$ cat src/rtl/id_ex_stage_pkg.sv
// Shared datapath constants, ALU opcodes and the ID/EX control bundle used by
// the decoder, the forwarding unit and the ID/EX stage.
package id_ex_stage_pkg;

   localparam int DATA_W    = 16;
   localparam int REG_W     = 4;
   localparam int ALUOP_W   = 4;
   localparam int DEF_CNT_W = 16;

   localparam logic [ALUOP_W-1:0] ALU_NOP   = 4'h0;
   localparam logic [ALUOP_W-1:0] ALU_ADD   = 4'h1;
   localparam logic [ALUOP_W-1:0] ALU_SUB   = 4'h2;
   localparam logic [ALUOP_W-1:0] ALU_AND   = 4'h3;
   localparam logic [ALUOP_W-1:0] ALU_OR    = 4'h4;
   localparam logic [ALUOP_W-1:0] ALU_XOR   = 4'h5;
   localparam logic [ALUOP_W-1:0] ALU_SLL   = 4'h6;
   localparam logic [ALUOP_W-1:0] ALU_SRL   = 4'h7;
   localparam logic [ALUOP_W-1:0] ALU_SLT   = 4'h8;
   localparam logic [ALUOP_W-1:0] ALU_PASSB = 4'h9;

   typedef struct packed {
      logic               regWrite;
      logic               memRead;
      logic               memWrite;
      logic               swapOp;
      logic [ALUOP_W-1:0] aluOp;
   } id_ex_ctrl_t;

   localparam id_ex_ctrl_t CTRL_BUBBLE = '0;

endpackage

$ cat src/rtl/id_ex_stage_if.sv
// ID-side fields in, EX/forwarding-side registered fields and stall out.
interface id_ex_stage_if
   import id_ex_stage_pkg::*;
#(
   parameter int CNT_W = DEF_CNT_W
);

   // id_valid qualifies every id_* field; stall=1 means IF/ID must hold its
   // contents this cycle; ex_hold=1 freezes EX so the stage keeps its fields.
   logic               id_valid;
   logic [REG_W-1:0]   id_reg_rs;
   logic [REG_W-1:0]   id_reg_rt;
   logic               id_uses_rt;
   logic [DATA_W-1:0]  id_rs_data;
   logic [DATA_W-1:0]  id_rt_data;
   logic [DATA_W-1:0]  id_imm;
   logic [ALUOP_W-1:0] id_alu_op;
   logic               id_reg_write;
   logic               id_mem_read;
   logic               id_mem_write;
   logic               id_swap_op;
   logic               flush;
   logic               ex_hold;

   logic               stall;
   logic               ID_EX_Valid;
   logic [REG_W-1:0]   ID_EX_RegisterRS;
   logic [REG_W-1:0]   ID_EX_RegisterRT;
   logic [DATA_W-1:0]  ID_EX_RSData;
   logic [DATA_W-1:0]  ID_EX_RTData;
   logic [DATA_W-1:0]  ID_EX_Imm;
   logic [ALUOP_W-1:0] ID_EX_ALUOp;
   logic               ID_EX_RegWrite;
   logic               ID_EX_MemRead;
   logic               ID_EX_MemWrite;
   logic               ID_EX_SwapOp;
   logic [CNT_W-1:0]   stall_count;

   modport master (
      output id_valid, id_reg_rs, id_reg_rt, id_uses_rt, id_rs_data, id_rt_data,
             id_imm, id_alu_op, id_reg_write, id_mem_read, id_mem_write,
             id_swap_op, flush, ex_hold,
      input  stall, ID_EX_Valid, ID_EX_RegisterRS, ID_EX_RegisterRT,
             ID_EX_RSData, ID_EX_RTData, ID_EX_Imm, ID_EX_ALUOp,
             ID_EX_RegWrite, ID_EX_MemRead, ID_EX_MemWrite, ID_EX_SwapOp,
             stall_count
   );

   modport slave (
      input  id_valid, id_reg_rs, id_reg_rt, id_uses_rt, id_rs_data, id_rt_data,
             id_imm, id_alu_op, id_reg_write, id_mem_read, id_mem_write,
             id_swap_op, flush, ex_hold,
      output stall, ID_EX_Valid, ID_EX_RegisterRS, ID_EX_RegisterRT,
             ID_EX_RSData, ID_EX_RTData, ID_EX_Imm, ID_EX_ALUOp,
             ID_EX_RegWrite, ID_EX_MemRead, ID_EX_MemWrite, ID_EX_SwapOp,
             stall_count
   );

endinterface

$ cat src/rtl/id_ex_stage_load_use_detect.sv
// Combinational load-use hazard: a load in EX whose destination RT is read by ID.
module load_use_detect
   import id_ex_stage_pkg::*;
(
   input  logic             exValid,
   input  logic             exMemRead,
   input  logic [REG_W-1:0] exRegRt,
   input  logic             idValid,
   input  logic [REG_W-1:0] idRegRs,
   input  logic [REG_W-1:0] idRegRt,
   input  logic             idUsesRt,
   output logic             hazard
);

   logic rsMatch;
   logic rtMatch;

   // Only RT is a load destination, even for a swap load.
   assign rsMatch = (exRegRt == idRegRs);
   assign rtMatch = idUsesRt & (exRegRt == idRegRt);
   assign hazard  = exValid & exMemRead & idValid & (rsMatch | rtMatch);

endmodule

$ cat src/rtl/id_ex_stage.sv
// ID/EX pipeline register with load-use bubble insertion, flush handling and a
// saturating stall-cycle counter.
module id_ex_stage
   import id_ex_stage_pkg::*;
#(
   parameter int CNT_W = DEF_CNT_W
)(
   input  logic         clk,
   input  logic         rst,
   id_ex_stage_if.slave bus
);

   logic               exValid;
   logic [REG_W-1:0]   exRegRs;
   logic [REG_W-1:0]   exRegRt;
   logic [DATA_W-1:0]  exRsData;
   logic [DATA_W-1:0]  exRtData;
   logic [DATA_W-1:0]  exImm;
   id_ex_ctrl_t        exCtrl;
   id_ex_ctrl_t        idCtrl;
   logic [CNT_W-1:0]   stallCount;
   logic               hazard;
   logic               stallNow;

   load_use_detect u_detect (
      .exValid   (exValid),
      .exMemRead (exCtrl.memRead),
      .exRegRt   (exRegRt),
      .idValid   (bus.id_valid),
      .idRegRs   (bus.id_reg_rs),
      .idRegRt   (bus.id_reg_rt),
      .idUsesRt  (bus.id_uses_rt),
      .hazard    (hazard)
   );

   assign stallNow = bus.ex_hold | (hazard & ~bus.flush);

   // An invalid ID slot must not carry live control into EX.
   always_comb begin
      idCtrl = CTRL_BUBBLE;
      if (bus.id_valid) begin
         idCtrl.regWrite = bus.id_reg_write;
         idCtrl.memRead  = bus.id_mem_read;
         idCtrl.memWrite = bus.id_mem_write;
         idCtrl.swapOp   = bus.id_swap_op;
         idCtrl.aluOp    = bus.id_alu_op;
      end
   end

   always_ff @(posedge clk) begin
      if (rst) begin
         exValid  <= 1'b0;
         exRegRs  <= '0;
         exRegRt  <= '0;
         exRsData <= '0;
         exRtData <= '0;
         exImm    <= '0;
         exCtrl   <= CTRL_BUBBLE;
      end else if (bus.ex_hold) begin
         exValid  <= exValid;
      end else if (bus.flush || hazard) begin
         // Bubble: operand data and immediate are left as they were.
         exValid  <= 1'b0;
         exRegRs  <= '0;
         exRegRt  <= '0;
         exCtrl   <= CTRL_BUBBLE;
      end else begin
         exValid  <= bus.id_valid;
         exRegRs  <= bus.id_reg_rs;
         exRegRt  <= bus.id_reg_rt;
         exRsData <= bus.id_rs_data;
         exRtData <= bus.id_rt_data;
         exImm    <= bus.id_imm;
         exCtrl   <= idCtrl;
      end
   end

   always_ff @(posedge clk) begin
      if (rst) begin
         stallCount <= '0;
      end else if (stallNow && (stallCount != '1)) begin
         stallCount <= stallCount + {{(CNT_W-1){1'b0}}, 1'b1};
      end
   end

   assign bus.stall            = stallNow;
   assign bus.ID_EX_Valid      = exValid;
   assign bus.ID_EX_RegisterRS = exRegRs;
   assign bus.ID_EX_RegisterRT = exRegRt;
   assign bus.ID_EX_RSData     = exRsData;
   assign bus.ID_EX_RTData     = exRtData;
   assign bus.ID_EX_Imm        = exImm;
   assign bus.ID_EX_ALUOp      = exCtrl.aluOp;
   assign bus.ID_EX_RegWrite   = exCtrl.regWrite;
   assign bus.ID_EX_MemRead    = exCtrl.memRead;
   assign bus.ID_EX_MemWrite   = exCtrl.memWrite;
   assign bus.ID_EX_SwapOp     = exCtrl.swapOp;
   assign bus.stall_count      = stallCount;

endmodule

$ cat src/flat_wrapper.sv
// flat-port wrapper written by rule: the top's interface ports become plain ports
module id_ex_stage_flat import id_ex_stage_pkg::*;
#(
   parameter int CNT_W = DEF_CNT_W
)
  (clk, rst, bus_id_valid, bus_id_reg_rs, bus_id_reg_rt, bus_id_uses_rt, bus_id_rs_data, bus_id_rt_data, bus_id_imm, bus_id_alu_op, bus_id_reg_write, bus_id_mem_read, bus_id_mem_write, bus_id_swap_op, bus_flush, bus_ex_hold, bus_stall, bus_ID_EX_Valid, bus_ID_EX_RegisterRS, bus_ID_EX_RegisterRT, bus_ID_EX_RSData, bus_ID_EX_RTData, bus_ID_EX_Imm, bus_ID_EX_ALUOp, bus_ID_EX_RegWrite, bus_ID_EX_MemRead, bus_ID_EX_MemWrite, bus_ID_EX_SwapOp, bus_stall_count);
  id_ex_stage_if #(.CNT_W(CNT_W)) bus_i ();
  input  logic clk;
  input  logic rst;
  input wire logic [$bits(bus_i.id_valid)-1:0] bus_id_valid;
  input wire logic [$bits(bus_i.id_reg_rs)-1:0] bus_id_reg_rs;
  input wire logic [$bits(bus_i.id_reg_rt)-1:0] bus_id_reg_rt;
  input wire logic [$bits(bus_i.id_uses_rt)-1:0] bus_id_uses_rt;
  input wire logic [$bits(bus_i.id_rs_data)-1:0] bus_id_rs_data;
  input wire logic [$bits(bus_i.id_rt_data)-1:0] bus_id_rt_data;
  input wire logic [$bits(bus_i.id_imm)-1:0] bus_id_imm;
  input wire logic [$bits(bus_i.id_alu_op)-1:0] bus_id_alu_op;
  input wire logic [$bits(bus_i.id_reg_write)-1:0] bus_id_reg_write;
  input wire logic [$bits(bus_i.id_mem_read)-1:0] bus_id_mem_read;
  input wire logic [$bits(bus_i.id_mem_write)-1:0] bus_id_mem_write;
  input wire logic [$bits(bus_i.id_swap_op)-1:0] bus_id_swap_op;
  input wire logic [$bits(bus_i.flush)-1:0] bus_flush;
  input wire logic [$bits(bus_i.ex_hold)-1:0] bus_ex_hold;
  output wire logic [$bits(bus_i.stall)-1:0] bus_stall;
  output wire logic [$bits(bus_i.ID_EX_Valid)-1:0] bus_ID_EX_Valid;
  output wire logic [$bits(bus_i.ID_EX_RegisterRS)-1:0] bus_ID_EX_RegisterRS;
  output wire logic [$bits(bus_i.ID_EX_RegisterRT)-1:0] bus_ID_EX_RegisterRT;
  output wire logic [$bits(bus_i.ID_EX_RSData)-1:0] bus_ID_EX_RSData;
  output wire logic [$bits(bus_i.ID_EX_RTData)-1:0] bus_ID_EX_RTData;
  output wire logic [$bits(bus_i.ID_EX_Imm)-1:0] bus_ID_EX_Imm;
  output wire logic [$bits(bus_i.ID_EX_ALUOp)-1:0] bus_ID_EX_ALUOp;
  output wire logic [$bits(bus_i.ID_EX_RegWrite)-1:0] bus_ID_EX_RegWrite;
  output wire logic [$bits(bus_i.ID_EX_MemRead)-1:0] bus_ID_EX_MemRead;
  output wire logic [$bits(bus_i.ID_EX_MemWrite)-1:0] bus_ID_EX_MemWrite;
  output wire logic [$bits(bus_i.ID_EX_SwapOp)-1:0] bus_ID_EX_SwapOp;
  output wire logic [$bits(bus_i.stall_count)-1:0] bus_stall_count;
  assign bus_i.id_valid = bus_id_valid;
  assign bus_i.id_reg_rs = bus_id_reg_rs;
  assign bus_i.id_reg_rt = bus_id_reg_rt;
  assign bus_i.id_uses_rt = bus_id_uses_rt;
  assign bus_i.id_rs_data = bus_id_rs_data;
  assign bus_i.id_rt_data = bus_id_rt_data;
  assign bus_i.id_imm = bus_id_imm;
  assign bus_i.id_alu_op = bus_id_alu_op;
  assign bus_i.id_reg_write = bus_id_reg_write;
  assign bus_i.id_mem_read = bus_id_mem_read;
  assign bus_i.id_mem_write = bus_id_mem_write;
  assign bus_i.id_swap_op = bus_id_swap_op;
  assign bus_i.flush = bus_flush;
  assign bus_i.ex_hold = bus_ex_hold;
  assign bus_stall = bus_i.stall;
  assign bus_ID_EX_Valid = bus_i.ID_EX_Valid;
  assign bus_ID_EX_RegisterRS = bus_i.ID_EX_RegisterRS;
  assign bus_ID_EX_RegisterRT = bus_i.ID_EX_RegisterRT;
  assign bus_ID_EX_RSData = bus_i.ID_EX_RSData;
  assign bus_ID_EX_RTData = bus_i.ID_EX_RTData;
  assign bus_ID_EX_Imm = bus_i.ID_EX_Imm;
  assign bus_ID_EX_ALUOp = bus_i.ID_EX_ALUOp;
  assign bus_ID_EX_RegWrite = bus_i.ID_EX_RegWrite;
  assign bus_ID_EX_MemRead = bus_i.ID_EX_MemRead;
  assign bus_ID_EX_MemWrite = bus_i.ID_EX_MemWrite;
  assign bus_ID_EX_SwapOp = bus_i.ID_EX_SwapOp;
  assign bus_stall_count = bus_i.stall_count;
  id_ex_stage #(.CNT_W(CNT_W)) u_core (.clk(clk), .rst(rst), .bus(bus_i));
endmodule
$ cat config.mk
export PLATFORM = sky130hd
export DESIGN_NAME = id_ex_stage_flat
export DESIGN_NICKNAME = d
export VERILOG_FILES = /design/src/rtl/id_ex_stage_pkg.sv /design/src/rtl/id_ex_stage_if.sv /design/src/rtl/id_ex_stage_load_use_detect.sv /design/src/rtl/id_ex_stage.sv /design/src/flat_wrapper.sv
export SDC_FILE = /design/constraint.sdc
export NUM_CORES = 1
export LEC_CHECK = 0
export CORE_MARGIN = 2
export CORE_UTILIZATION = 44
export DETAILED_ROUTE_END_ITERATION = 8
export PLACE_DENSITY = 0.95
export SYNTH_ARGS = -nofsm -noshare
export SYNTH_HDL_FRONTEND = slang
export SYNTH_SLANG_ARGS = --single-unit
export TNS_END_PERCENT = 10
$ cat constraint.sdc
create_clock -name clk -period 4.6 [get_ports clk]
set_clock_uncertainty 0.15 [all_clocks]
set_input_delay 1.38 -clock clk [delete_from_list [all_inputs] [get_ports clk]]
set_output_delay 1.38 -clock clk [all_outputs]
set_load 0.03 [all_outputs]
# Word-level counts from Yosys, hierarchy flattened
# Cells that the tools add are included.
[op_classes]
bitwise = 10
n_addsub = 1
eq_ne = 3
muxes = 5
n_reduce_logical = 3
[op_table]
columns = ["cell", "n"]
rows = [
  ["adder 16 x 1 -> 16 bit (second input constant)", 1],
  ["two-way mux 8 bit", 2],
  ["inequality test 16 bit (second input constant)", 1],
  ["== test 4 bit", 2],
  ["two-way mux 4 bit", 2],
  ["AND 1 bit", 5],
  ["inverter 1 bit", 3],
  ["bitwise OR 1 bit", 2],
  ["AND reduction 2 bit", 1],
  ["logical AND 1 bit", 1],
  ["logical OR 1 bit", 1],
  ["two-way mux 1 bit", 1],
]
[totals]
regBits = 81
out_inout_bits = 82
input_bits = 70
elab_cells = 34

# Longest topological paths before layout
# Gate-level depths: netlist of the first run.
[logic_depth]
word_depth = 7
depth_mapped = 8

# By module
# Synthesis of the first run repeated with hierarchy kept, for this count alone.
[unflattened]
cells_unflattened = 377
area_unflattened_um2 = 3208.1
[modules_own_cells]
columns = ["mod", "cells_per_inst", "n_inst", "area_per_inst_um2"]
rows = [
  ["id_ex_stage", 364, 1, 3106.7],
  ["load_use_detect", 13, 1, 101.3],
]

# Worst setup path before layout of the first run
# OpenSTA, ideal clock, no wires.
[synth_timing]
path_kind = "input to output"
from = "in bus_id_valid"
to = "out bus_stall"
slack_ps = 678
arrival_ps = 2392
path_stages = 6
n_path_buf = 2
cell_sequence = "buf_4 -> and3_4 -> nor3b_2 -> nor3_1 -> buf_6 -> inv_1"
[synth_via]
elab_chain_cells = 4
[synth_rtl]
columns = ["element", "line", "source"]
rows = [
  ["from (decl)", "flat_wrapper.sv:10", "input wire logic [$bits(bus_i.id_valid)-1:0] bus_id_valid;"],
  ["AND 1 bit (2 in a row)", "id_ex_stage_load_use_detect.sv:21", "assign hazard = exValid & exMemRead & idValid & (rsMatch | rtMatch);"],
  ["AND 1 bit", "id_ex_stage.sv:36", "assign stallNow = bus.ex_hold | (hazard & ~bus.flush);"],
  ["bitwise OR 1 bit", "id_ex_stage.sv:36", ""],
  ["to (decl)", "flat_wrapper.sv:24", "output wire logic [$bits(bus_i.stall)-1:0] bus_stall;"],
]
# No other way between the ends.

# Worst setup path in the final report of the first run
[layout_timing]
from = "in bus_id_reg_rs[1]"
to = "out bus_stall"
[layout_via]
elab_chain_cells = 5
[layout_rtl]
columns = ["element", "line", "source"]
rows = [
  ["from (decl)", "flat_wrapper.sv:11", "input wire logic [$bits(bus_i.id_reg_rs)-1:0] bus_id_reg_rs;"],
  ["== test 4 bit", "id_ex_stage_load_use_detect.sv:19", "assign rsMatch = (exRegRt == idRegRs);"],
  ["bitwise OR 1 bit", "id_ex_stage_load_use_detect.sv:21", ""],
  ["AND 1 bit", "id_ex_stage_load_use_detect.sv:21", ""],
  ["AND 1 bit", "id_ex_stage.sv:36", ""],
  ["bitwise OR 1 bit", "id_ex_stage.sv:36", ""],
]
# No other way between the ends.

==> results of run 1 <==
==> worst paths after layout <==
path	slack, ns	from	depth (start not counted)	endpoint
max	0.21	bus_id_reg_rs[1]	7	bus_stall
min	0.31	u_core.bus.ID_EX_Imm[3]$_SDFFE_PP0P_	2	u_core.bus.ID_EX_Imm[3]$_SDFFE_PP0P_
max reg2reg	2.32	u_core.bus.ID_EX_RegisterRT[0]$_SDFFE_PP0N_	7	u_core.bus.ID_EX_RSData[15]$_SDFFE_PP0P_
min reg2reg	0.31	u_core.bus.ID_EX_Imm[3]$_SDFFE_PP0P_	2	u_core.bus.ID_EX_Imm[3]$_SDFFE_PP0P_
==> cell type report <==
| cell class | instances | area, µm² | area share |
|---|---|---|---|
| sequential | 81 | 1620 | 0.324 |
| timing repair buffer | 160 | 1570 | 0.314 |
| multi-input combinational | 270 | 1460 | 0.291 |
| clock buffer | 10 | 138 | 0.0275 |
| tap | 99 | 124 | 0.0247 |
| clock inverter | 6 | 90.1 | 0.0180 |
| inverter | 2 | 7.51 | 0.00150 |
==> critical path, cell delays in order <==
cell             delay [ns]
clkdlybuf4s50_1        0.52
xnor2_1                0.15
nand4_1                0.14
nor3b_2                0.32
nor3_4                 0.13
inv_1                  0.07
buf_4                  0.15
==> registers in the layout, indices dropped and copies added, names as in the netlist, 4 cells and up <==
register and count:
u_core.bus.ID_EX_ALUOp 4, u_core.bus.ID_EX_Imm 16, u_core.bus.ID_EX_RSData 16, u_core.bus.ID_EX_RTData 16
u_core.bus.ID_EX_RegisterRS 4, u_core.bus.ID_EX_RegisterRT 4, u_core.bus.stall_count 16
==> report_power, final <==
group          internal [W]  switching (W)
Combinational      0.000121       0.000130
Clock              0.000323       0.000250
Sequential         0.000727      0.0000158
==> what timing repair did <==
| action | 4_1_cts | 5_1_grt |
|---|---|---|
| hold endpoints to repair | 0 | 0 |
| gates resized for setup | 1 | 1 |
| buffers inserted | 0 | 0 |
| setup endpoints to repair | 1 | 1 |
| gates cloned | 0 | 0 |
==> through the flow <==
| stage | hold slack [ns] | setup WS [ns] | power (W) |
|---|---|---|---|
| floorplan | 0.431 | 0.678 | 0.000880 |
| global placement | 0.291 | -0.298 | 0.00100 |
| detailed placement | 0.296 | -0.275 | 0.00101 |
| CTS | 0.308 | 0.0710 | 0.00159 |
| global route | 0.329 | 0.143 | 0.00163 |
| finish | 0.308 | 0.213 | 0.00157 |
==> cell usage in the layout, fill, tap and decap left out, types with 5 or more instances in the layout <==
| cell | count |
|---|---|
| a21oi_1 | 59 |
| a22oi_1 | 9 |
| a32oi_1 | 8 |
| buf_4 | 10 |
| clkbuf_8 | 10 |
| clkdlybuf4s50_1 | 149 |
| dfxtp_1 | 81 |
| nand2_1 | 103 |
| nand3_1 | 5 |
| nand4_1 | 5 |
| nor2_1 | 25 |
| o21ai_1 | 6 |
| o31ai_1 | 5 |
| or3_1 | 7 |
| xnor2_1 | 8 |
==> metal layers <==
layer / wire length (µm) / part of all wire / global-route usage
met1: 3350 / 0.39 / 0.230
met2: 4520 / 0.52 / 0.379
met3: 715 / 0.083 / 0.0748
met4: 61 / 0.0071 / 0.0719
met5: 0 / 0 / 0
==> kinds of logic (layout without fill, tap and decap cells) <==
family,count (synthesis),in the layout,synth area share
simple gates,164,164,0.234
compound gates,92,92,0.172
flops,81,81,0.509
buf+inv,28,178,0.0416
xor+xnor,9,9,0.0247
mux,4,4,0.0149
fa+ha+maj,1,1,0.00393
==> metrics.md, run 1 <==
| Metric | Value |
|---|---|
| Syn Inst Count | `379` |
| DR pass1 iterations | `5` |
| P per Cell Area | `313 nW/µm²` |
| Clock Latency Late Sink | `0.33 ns` |
| Antenna Cells | `0` |
| DRC | `0` |
| Setup TNS | `0 ns` |
| Post-route cell area | `5010 µm²` |
| Tightest Pin Transition | `1.03 ns` |
| Clock Sinks | `81` |
| RSZ-0062 raised after global routing | `no` |
| Initial antenna violation count | `0` |
| Largest area contributor in the netlist | `dfxtp_1` |
| Synthesized cell area | `3190 µm²` |
| I/O Buffers | `151` |
| Area Growth Syn to Fin | `57.2%` |
| Setup crit start kind | `input port` |
| Total Routing Usage GR | `0.211` |
| Final Setup Violations | `0` |
| Routed Antenna Nets | `0` |
| Drt total wl | `8.65 mm` |
| Reg clk slew, reported paths | `0.08 ns` |
| Dpl hpwl | `6.34 mm` |
| CTS Buf Count | `9` |
| DR vias | `3,228` |
| Vias per cell | `5.14` |
| Placed insts | `612` |
| Number of I/O pins | `152` |
| Synth Warn # | `0` |
| Fin. Hold Viols | `0` |
| Sequential area share after synthesis | `0.509` |
| CTS tree | `yes` |
| Clk Tree Root Cell | `clkbuf_8` |
| CP max FO | `11` |
| Vias in the first global route | `3,003` |
| Max-slew violation count | `0` |
| Ratio of cells with drive above 1 in the final layout | `0.0775` |
| Yosys reg bits | `81` |
| Peak Freq | `0.228 GHz` |
| CP Capture Type | `output pin` |
| Nets | `595` |
| Outcome | `completed` |
| Area of the die | `7940 µm²` |
| Largest cells by area after synthesis | `dfxtp_1 51%, nand2_1 12%, a21oi_1 9.3%` |
| Synth Flop Type | `dfxtp_1` |
| Placed cell areas | `4770 µm²` |
| Slew HR | `0.317` |
| VDD IR max | `211 µV` |
| Utilization after layout | `0.702` |
| Row count | `31` |
| Syn_nets | `450` |
| Critical Path AT | `2.86 ns` |
| Starting Density | `0.447` |
| Most common cell in the netlist | `nand2_1` |
| Avg WL per Cell | `13.8 µm` |
| Post-CTS Hold Fix Bufs | `0` |
| Largest net degree at the start of global routing | `62` |
| Number of synthesized flops with an enable pin | `0` |
| Pleak | `1.75 nW` |
| CTS Buffer Depth | `2` |
| H-tree lvl count | `3` |
| Die height | `89.1 µm` |
| Avg Inst Size Synth | `8.41 µm²` |
| Synth cell count leaders | `103 x nand2_1, 81 x dfxtp_1, 59 x a21oi_1` |
| Fillers | `579` |
| Final worst-path cycle share | `0.954` |
| Async SR Flop Fraction | `0` |
| Required @ worst endpoint | `3.07 ns` |
| Class of the worst hold path | `reg2reg` |
| DR iter-0 viols | `92` |
| Unique masters post-synth | `42` |
| First-pass GRT wire length | `13.2 mm` |
| Gpl congestion | `0.745` |
| GRT overflow | `0` |
| Synth top area share | `0.509` |
| Finished Layout Cells | `628` |
| Kind of critical path | `in2out` |
| Final Critical Period | `4.39 ns` |
| Die span in x | `89.1 µm` |
| Max-cap viol count | `0` |
| Core Footprint | `7140 µm²` |
Power figures use the tool's default switching activity.
==> run 2: changes to the inputs <==
SETUP_SLACK_MARGIN = 0.5   (was default)
==> run 2 against run 1 <==
Combinational power about the same. Sequential share of layout area decreased by 0.22 points. Clock power about the same. First-iteration DRC count up 11%. Wire length is 2.4% higher. Critical path depth unchanged. Critical path type unchanged.
==> metrics.md, run 2 (synthesis gave the netlist of run 1 again) <==
| Metric | Value |
|---|---|
| Die height | `89.1 µm (unchanged)` |
| Critical Path AT | `2.60 ns (-0.26 ns)` |
| Most common cell after layout, fill and taps aside | `clkdlybuf4s50_1` |
| Peak Freq | `0.242 GHz (+6.3%)` |
| Antenna Cells | `0 (unchanged)` |
| Final worst slack | `0.472 ns (+0.260 ns)` |
| P_sw | `0.000397 W (+0.40%)` |
| CP Capture Type | `output pin` |
| Reg clk slew, reported paths | `0.07 ns (about the same)` |
| Utilization after layout | `0.707 (+0.00491)` |
| Sequential power share | `0.474 (about the same)` |
| Starting Density | `0.447 (unchanged)` |
| Sw Ratio | `0.254 (+0.000939)` |
| CTS tree | `yes` |
| Avg WL per Cell | `14.0 µm (+1.7%)` |
| Pleak | `1.80 nW (+3.0%)` |
| Nets | `599 (+0.67%)` |
| Class of the worst hold path | `reg2reg` |
| Drt total wl | `8.85 mm (+2.4%)` |
| Final Setup Violations | `0 (unchanged)` |
| Die span in x | `89.1 µm (unchanged)` |
| Core Footprint | `7140 µm² (unchanged)` |
| CTS Buffer Depth | `2 (unchanged)` |
| Clock Latency Late Sink | `0.33 ns (about the same)` |
| Area of the die | `7940 µm² (unchanged)` |
| Final Critical Period | `4.13 ns (-0.260 ns)` |
| GRT overflow | `0 (unchanged)` |
| Max-cap viol count | `0 (unchanged)` |
| Clock Power Share | `0.365 (about the same)` |
| First-pass GRT wire length | `13.4 mm (+1.3%)` |
| Fin. Hold Viols | `0 (unchanged)` |
| H-tree lvl count | `3 (unchanged)` |
| Vias in the first global route | `3,031 (+0.93%)` |
| I/O Buffers | `151 (unchanged)` |
| Setup WS pre-CTS | `-0.275 ns (unchanged)` |
| Dpl hpwl | `6.34 mm (unchanged)` |
| VDD IR max | `211 µV (about the same)` |
| P_int | `0.00117 W (about the same)` |
| Area Growth Syn to Fin | `58.3%` |
| Ratio of cells with drive above 1 in the final layout | `0.0919 (+0.0144)` |
| DR iter-0 viols | `102 (+11%)` |
| Clock Sinks | `81 (unchanged)` |
| Routed Antenna Nets | `0 (unchanged)` |
| Tightest Pin Transition | `1.02 ns (-0.00493 ns)` |
| Largest net degree at the start of global routing | `62 (unchanged)` |
| Post-CTS Hold Fix Bufs | `0 (unchanged)` |
| Outcome | `completed` |
| Vias per cell | `5.10 (-0.73%)` |
| CTS Buf Count | `9 (unchanged)` |
| P per Cell Area | `311 nW/µm² (-0.66%)` |
| DR pass1 iterations | `4 (-1)` |
| Number of I/O pins | `152 (unchanged)` |
| DRC | `0 (unchanged)` |
| Final hold slack | `0.306 ns (-0.00128 ns)` |
| Most frequent cells in the layout | `139 x clkdlybuf4s50_1, 103 x nand2_1, 81 x dfxtp_1` |
| Max-slew violation count | `0 (unchanged)` |
| DR vias | `3,225 (-0.093%)` |
| RSZ-0062 raised after global routing | `no` |
| Setup crit start kind | `input port` |
| Gpl congestion | `0.745 (unchanged)` |
| Total Routing Usage GR | `0.214 (+0.00327)` |
| Kind of critical path | `in2out` |
| CP max FO | `2 (-9)` |
| Clk Tree Root Cell | `clkbuf_8` |
| Final worst-path cycle share | `0.897 (-0.0565)` |
| Comb power frac | `0.161 (about the same)` |
| Initial antenna violation count | `0 (unchanged)` |
| Required @ worst endpoint | `3.07 ns (about the same)` |
| Row count | `31 (unchanged)` |
| Slew HR | `0.320 (+0.00329)` |
-- run 2: cell types whose count changed in the layout (fill, tap and decap cells not counted), moves of 2 or more --
| cell | delta |
|---|---|
| buf_4 | +3 |
| clkbuf_2 | +2 |
| clkdlybuf4s50_1 | -10 |
| dlygate4sd2_1 | +6 |
-- run 2: through the flow --
| step | total power, W | TNS [ns] | cell area (µm²) | instances |
|---|---|---|---|---|
| after floorplan | 0.000880 | 0 | 3190 | 379 |
| after global placement | 0.00100 | -0.298 | 4770 | 612 |
| after detailed placement | 0.00101 | -0.275 | 4770 | 612 |
| after CTS | 0.00159 | 0 | 5030 | 631 |
| after global routing | 0.00163 | 0 | 5040 | 632 |
| final | 0.00157 | 0 | 5040 | 632 |
-- run 2: worst paths after layout --
kind | from | end | slack, ns | cells after the start
setup reg to reg | u_core.bus.ID_EX_RegisterRT[1]$_SDFFE_PP0N_ | u_core.bus.stall_count[8]$_SDFFE_PP0P_ | 2.15 | 10
hold reg to reg | u_core.bus.ID_EX_Imm[13]$_SDFFE_PP0P_ | u_core.bus.ID_EX_Imm[13]$_SDFFE_PP0P_ | 0.31 | 2
hold / removal | u_core.bus.ID_EX_Imm[13]$_SDFFE_PP0P_ | u_core.bus.ID_EX_Imm[13]$_SDFFE_PP0P_ | 0.31 | 2
setup / recovery | bus_id_reg_rt[1] | bus_stall | 0.47 | 7
-- run 2: final cells by class --
class | instances | area [µm²]
tap | 99 | 124
multi-input combinational | 270 | 1470
clock inverter | 6 | 90.1
timing repair buffer | 164 | 1590
inverter | 2 | 7.51
clock buffer | 10 | 138
fill | 570 | 2090
sequential | 81 | 1620
-- run 2: what timing repair did --
item,CTS,global route
endpoints found under the setup margin,1,1
resized for setup,14,7
pin swaps,10,6
buffers inserted,3,1
-- run 2: per-layer routing --
metal | GRT usage | vias up | wire length, µm
met5 | 0 | - | 0
met2 | 0.387 | 114 | 4670
met1 | 0.233 | 1505 | 3350
met3 | 0.0748 | 8 | 737
li1 | - | 1598 | -
met4 | 0.0706 | 0 | 93
-- run 2: power by group through the flow --
stage	Clock (W)	Combinational (W)	Sequential, W
2_1_floorplan	0	0.0000714	0.000808
3_3_place_gp	0	0.000246	0.000757
3_5_place_dp	0	0.000251	0.000759
4_1_cts	0.000593	0.000253	0.000742
5_1_grt	0.000618	0.000270	0.000746
6_report	0.000572	0.000252	0.000742
-- run 2: critical path, cell delays in order --
cell and delay (ns):
dlygate4sd2_1 0.26, xnor2_1 0.26, nand4b_1 0.20, nor2_2 0.23, nor3_4 0.08, inv_1 0.07
buf_6 0.12
==> run 3: changes to the inputs <==
CORE_ASPECT_RATIO = 0.5   (was default)
==> run 3 against run 2 <==
Worst setup slack better by 0.027 ns. Largest cell class unchanged. Cell area up 2.2%. Largest power group is now the clock network. Critical endpoint unchanged. First-iteration DRC count up 100%. Non-clock buffer count up 1. Critical path type unchanged.
==> metrics.md, run 3 (synthesis gave the netlist of run 1 again) <==
| Metric | Value |
|---|---|
| I/O Buffers | `151 (unchanged)` |
| Tightest Pin Transition | `0.863 ns (-0.157 ns)` |
| Core Footprint | `6830 µm² (-4.3%)` |
| Crit path max-delay family | `simple AND/OR/NAND/NOR gates` |
| Final Setup Violations | `0 (unchanged)` |
| Clock Latency Late Sink | `0.34 ns (about the same)` |
| DR iter-0 viols | `208 (+100%)` |
| DR vias | `3,319 (+2.9%)` |
| Required @ worst endpoint | `3.07 ns (about the same)` |
| Die height | `64.2 µm (-28%)` |
| Slew HR | `0.424 (+0.105)` |
| Crit path buf inv count | `3 (unchanged)` |
| RSZ-0062 raised after global routing | `no` |
| First-pass GRT wire length | `15.6 mm (+16%)` |
| Die span in x | `124 µm (+40%)` |
| Dpl hpwl | `6.36 mm (+0.34%)` |
| Final worst-path cycle share | `0.891 (-0.00597)` |
| Most common cell after layout, fill and taps aside | `clkdlybuf4s50_1` |
| Avg WL per Cell | `15.8 µm (+13%)` |
| Number of I/O pins | `152 (unchanged)` |
| Critical Path AT | `2.57 ns (-0.03 ns)` |
| Row count | `21 (-32%)` |
| R2r setup slk | `1.88 ns (-0.27 ns)` |
| Multi-input gate area | `1500 µm² (+1.9%)` |
| Routed Antenna Nets | `0 (unchanged)` |
| Reg clk slew, reported paths | `0.05 ns (-0.02 ns)` |
| Kind of critical path | `in2out` |
| DRC | `0 (unchanged)` |
| Ratio of cells with drive above 1 in the final layout | `0.101 (+0.00938)` |
| Crit path cell chain | `clkdlybuf4s15_1, xnor2_2, nand4_1, nor3b_4, nor3_4, inv_2, buf_6` |
| Storage cell area | `1620 µm² (unchanged)` |
| Max-slew violation count | `0 (unchanged)` |
| Setup TNS | `0 ns (unchanged)` |
| Largest net degree at the start of global routing | `49 (-21%)` |
| CTS tree | `yes` |
| GRT overflow | `0 (unchanged)` |
| Fin. Hold Viols | `0 (unchanged)` |
| Outcome | `completed` |
| H-tree lvl count | `3 (unchanged)` |
| Area Growth Syn to Fin | `61.7%` |
| Fillers | `467 (-18%)` |
| Initial antenna violation count | `0 (unchanged)` |
| Clk Tree Root Cell | `clkbuf_16` |
| VDD IR max | `215 µV (+1.9%)` |
| R2R Path End | `u_core.bus.ID_EX_Imm[14]$_SDFFE_PP0P_` |
| Drt total wl | `9.90 mm (+12%)` |
| Pwr Total | `0.00177 W (+13%)` |
| Pleak | `1.85 nW (+2.6%)` |
| Worst reg2reg path depth | `9 (-1)` |
| Hold depth | `2 (unchanged)` |
| Crit-path max cell delay | `0.33 ns (+0.07 ns)` |
| Final Critical Period | `4.10 ns (-0.0274 ns)` |
| Hold Startpoint | `u_core.bus.ID_EX_RTData[13]$_SDFFE_PP0P_` |
| Most frequent cells in the layout | `139 x clkdlybuf4s50_1, 103 x nand2_1, 81 x dfxtp_1` |
| CP Capture Type | `output pin` |
| CP max FO | `2 (unchanged)` |
| Antenna Cells | `0 (unchanged)` |
| CTS Buffer Depth | `2 (unchanged)` |
| P per Cell Area | `343 nW/µm² (+10%)` |
| Vias per cell | `5.31 (+4.1%)` |
| Area of the die | `7980 µm² (+0.52%)` |
| DR pass1 iterations | `4 (unchanged)` |
| CTS Buf Count | `9 (unchanged)` |
| Peak Freq | `0.244 GHz (+0.67%)` |
| CP Depth | `7 (unchanged)` |
| Starting Density | `0.466 (+0.0200)` |
| Total Routing Usage GR | `0.243 (+0.0288)` |
| Gpl congestion | `0.869 (+17%)` |
| Max-cap viol count | `0 (unchanged)` |
| Nets | `600 (+0.17%)` |
| CP max-delay cell | `nor3b_4` |
| Vias in the first global route | `3,301 (+8.9%)` |
| Class of the worst hold path | `reg2reg` |
| Setup crit start kind | `input port` |
| Worst Hold Endpoint | `u_core.bus.ID_EX_RTData[13]$_SDFFE_PP0P_` |
| Crit Reg-Reg Startpoint | `u_core.bus.ID_EX_RegisterRT[1]$_SDFFE_PP0N_` |
| Clock Sinks | `81 (unchanged)` |
[run 3: cell count changes in the layout (fill, tap and decap cells not counted), sizes merged]
cell	change
clkinvlp	+1
buf	+1
dlymetal6s2s	-1
inv	-1
clkinv	-1
clkbuf	+1
[run 3: report_power, final]
group          leakage, nW  internal [W]  switching (W)  total [W]
registers            0.660      0.000728      0.0000169   0.000745
logic                 1.04      0.000123       0.000138   0.000261
clock network        0.151      0.000486       0.000276   0.000762
total                 1.85       0.00134       0.000431    0.00177
[run 3: worst max-delay path by stage]
stage | from | endpoint | slack (ns)
floorplan | bus_id_valid | bus_stall | 0.68
global placement | bus_id_valid | bus_stall | 0.24
detailed placement | bus_id_reg_rs[0] | bus_stall | 0.21
CTS | bus_id_reg_rs[1] | bus_stall | 0.50
global route | bus_id_reg_rs[2] | bus_stall | 0.47
finish | bus_id_reg_rs[2] | bus_stall | 0.50
[run 3: routing by layer]
| metal | up-vias | track usage | share of wire |
|---|---|---|---|
| met5 | - | 0 | 0 |
| met4 | 0 | 0.129 | 0.040 |
| met3 | 36 | 0.0586 | 0.054 |
| met2 | 138 | 0.454 | 0.53 |
| met1 | 1550 | 0.258 | 0.38 |
| li1 | 1595 | - | - |
[run 3: worst reg2reg max path: stages (launching register included)]
cell and delay (ns):
dfxtp_1 0.46, xnor2_1 0.13, nand4_1 0.22, buf_4 0.16
o21ai_1 0.14, a211oi_4 0.26, buf_4 0.35, buf_4 0.42
nand2_1 0.12, a21oi_1 0.22
[run 3: metrics by stage]
stage	setup slack, ns	instance area (µm²)	util	hold WS [ns]	std cells
finish	0.500	5150	0.754	0.301	625
global route	0.468	5150	0.754	0.318	625
CTS	0.503	5110	0.748	0.304	623
detailed placement	0.208	4750	0.696	0.296	604
global placement	0.244	4750	0.696	0.291	604
floorplan	0.678	3190	-	0.431	379
[run 3: layout make-up]
cell class / count / share of cell area
clock inverters: 5 / 0.0155
repair buffers: 165 / 0.309
multi-input cells: 270 / 0.291
clock buffers: 10 / 0.0464
well taps: 92 / 0.0223
inverters: 2 / 0.00146
flip-flops and latches: 81 / 0.315
[run 3: timing repair]
item	CTS	global route
setup buffers	4	2
pin swaps	9	8
hold buffers	0	0
gates cloned	0	0
setup endpoints to repair	1	1
resized for setup	16	12
==> patch, RTL diff (config.mk and constraints of run 3) <==
Reset style: asynchronous (`rst`), changed in 2 clocked blocks.
--- a/src/rtl/id_ex_stage.sv
+++ b/src/rtl/id_ex_stage.sv
@@ -47,7 +47,7 @@
       end
    end
 
-   always_ff @(posedge clk) begin
+   always_ff @(posedge clk or posedge rst) begin
       if (rst) begin
          exValid  <= 1'b0;
          exRegRs  <= '0;
@@ -75,7 +75,7 @@
       end
    end
 
-   always_ff @(posedge clk) begin
+   always_ff @(posedge clk or posedge rst) begin
       if (rst) begin
          stallCount <= '0;
       end else if (stallNow && (stallCount != '1)) begin
Behaviour: differs if rst is asserted again (counterexample within 4 cycles, from zero or initial values and one cycle with rst high); with rst held inactive, the same outputs for 10 cycles.
==> patch against run 3 <==
Maximum frequency up 0.89%; die area up 8.5%; non-clock buffer count up 5; routed wire length up 6.0%; register-to-register slack worse by 390 ps; sequential cell count unchanged; synthesized area up 9.0%; cell area up 6.8%; count of clock-buffer cells in the layout down 1; worst setup slack better by 36 ps; largest cell class unchanged.
Power is not compared: it rests on default switching activity, and its combinational part moved more than twofold at a synthesized area within 25%.
==> patch: results (changes against run 3) <==
stage,metric,value,unit,change
synth,Area contributors post-synth,"dfrtp_1, mux2_4, mux2_2, xnor2_1, a32o_1",,"was dfxtp_1, nand2_1, a21oi_1, nor2_1, a32oi_1"
status,run status,completed,,unchanged
worst_setup_path,worst reg2reg path endpoint,u_core.bus.ID_EX_Imm[3],,was u_core.bus.ID_EX_Imm[14]
cts,clock slew at reported path FFs,70,ps,was 50 ps
drt,Initial DRC Count,155,,was 208
worst_setup_path,CP Launch Point,bus_id_reg_rt[0],,was bus_id_reg_rs[2]
synth,post-synthesis async set-or-reset flop share,100.0,%,was 0%
place,dpl ws,365.1,ps,was 207.8 ps
drt,M1 WL,4000,µm,was 3757 µm
global_routing,Total GRT Usage,23.23,%,was 24.31%
synth,"Seq/Total Area, Yosys",58.38,%,was 50.88%
drt,metal2 WL,5599,µm,was 5214 µm
place,HPWL Detailed,6508,µm,was 6361 µm
worst_setup_path,CP top delay family,buffers and inverters,,was simple AND/OR/NAND/NOR gates
synth,syn_nets,305,,was 450
pwr,Seq group,0.907,mW,
sta,final hold slack,349.2,ps,was 301.0 ps
global_routing,first-pass GRT wire length,14860,µm,was 15610 µm
cells_and_area,# nets final,475,,was 600
global_routing,GRT met1 Usage,25.99,%,was 25.84%
global_routing,met2 usage,41.62,%,was 45.42%
cells_and_area,Fillers,451,,was 467
global_routing,largest net degree at the start of global routing,58,,was 49
worst_setup_path,CP max stage cell,dlygate4sd2_1,,was nor3b_4
worst_setup_path,CP arrival,2530,ps,was 2570 ps
synth,Synth cell types,33,,was 42
drt,Post-Route WL,10490,µm,was 9898 µm
place,Post-DP Area,5087,µm²,was 4753 µm²
cells_and_area,share of layout cells above drive strength 1,22.55,%,was 10.13%
drt,met3 WL post-DR,481,µm,was 533 µm
synth,post-synth top area share,58.38,%,was 50.88%
worst_setup_path,"slowest stage delay, CP",260,ps,was 330 ps
place,routability congestion estimate,0.8955,,was 0.8693
sta,Max transition margin,44.48,%,was 42.44%
global_routing,vias in the first global route,2764,,was 3301
min_path,hold path depth,1,,was 2
min_path,HP Start,u_core.bus.ID_EX_SwapOp,,was u_core.bus.ID_EX_RTData[13]
worst_setup_path,Worst R2R Path Depth,14,,was 9
worst_setup_path,R2R Setup Slk,1490,ps,was 1880 ps
worst_setup_path,crit path to,bus_stall,,unchanged
[patch: cell count changes in the layout (fill, tap and decap cells not counted), moves of 8 or more]
cell,change
a32o_1,+8
dfxtp_1,-81
mux2_4,+33
dfrtp_1,+81
nand2_1,-103
a22o_1,+9
xnor2_1,+11
a21oi_1,-55
a22oi_1,-9
mux2_2,+15
nor2_1,-19
a32oi_1,-8
[patch: repair_timing]
item | in CTS | in global routing
hold endpoints to repair | 0 | 0
endpoints found under the setup margin | 1 | 49
gates cloned | 0 | 1
hold buffers | 0 | 0
gates resized for setup | 10 | 6
pin swaps | 5 | 3
buffers inserted | 11 | 1
[patch: area by class of cell]
type / instances / area (µm²) / share of cell area [%]
Tap cell: 108 / 135.1 / 2.454
Clock inverter: 6 / 60.06 / 1.091
Inverter: 2 / 8.758 / 0.1591
Multi-Input combinational cell: 140 / 1379 / 25.04
Sequential cell: 81 / 2027 / 36.81
Clock buffer: 9 / 225.2 / 4.090
Timing Repair Buffer: 170 / 1672 / 30.36
[patch: cell families (layout without fill, tap and decap cells)]
family                   after synthesis  in the layout  share of synthesized area, %
flip-flops                            81             81                         58.38
buffers and inverters                 13            187                         2.919
XOR/XNOR                              17             17                         4.288
AO/OA/AOI/OAI                         33             33                         7.748
multiplexers                          49             49                         19.57
AND/OR/NAND/NOR                       40             40                         6.739
adder cells (fa/ha/maj)                1              1                        0.3603
[patch: stage by stage]
stage / power [mW] / util (%) / instances
2_1_floorplan: 1.297 / - / 234
3_3_place_gp: 1.601 / 67.95 / 488
4_1_cts: 2.331 / 72.84 / 514
6_report: 2.339 / 73.55 / 516
3_5_place_dp: 1.618 / 67.95 / 488
5_1_grt: 2.426 / 73.55 / 516
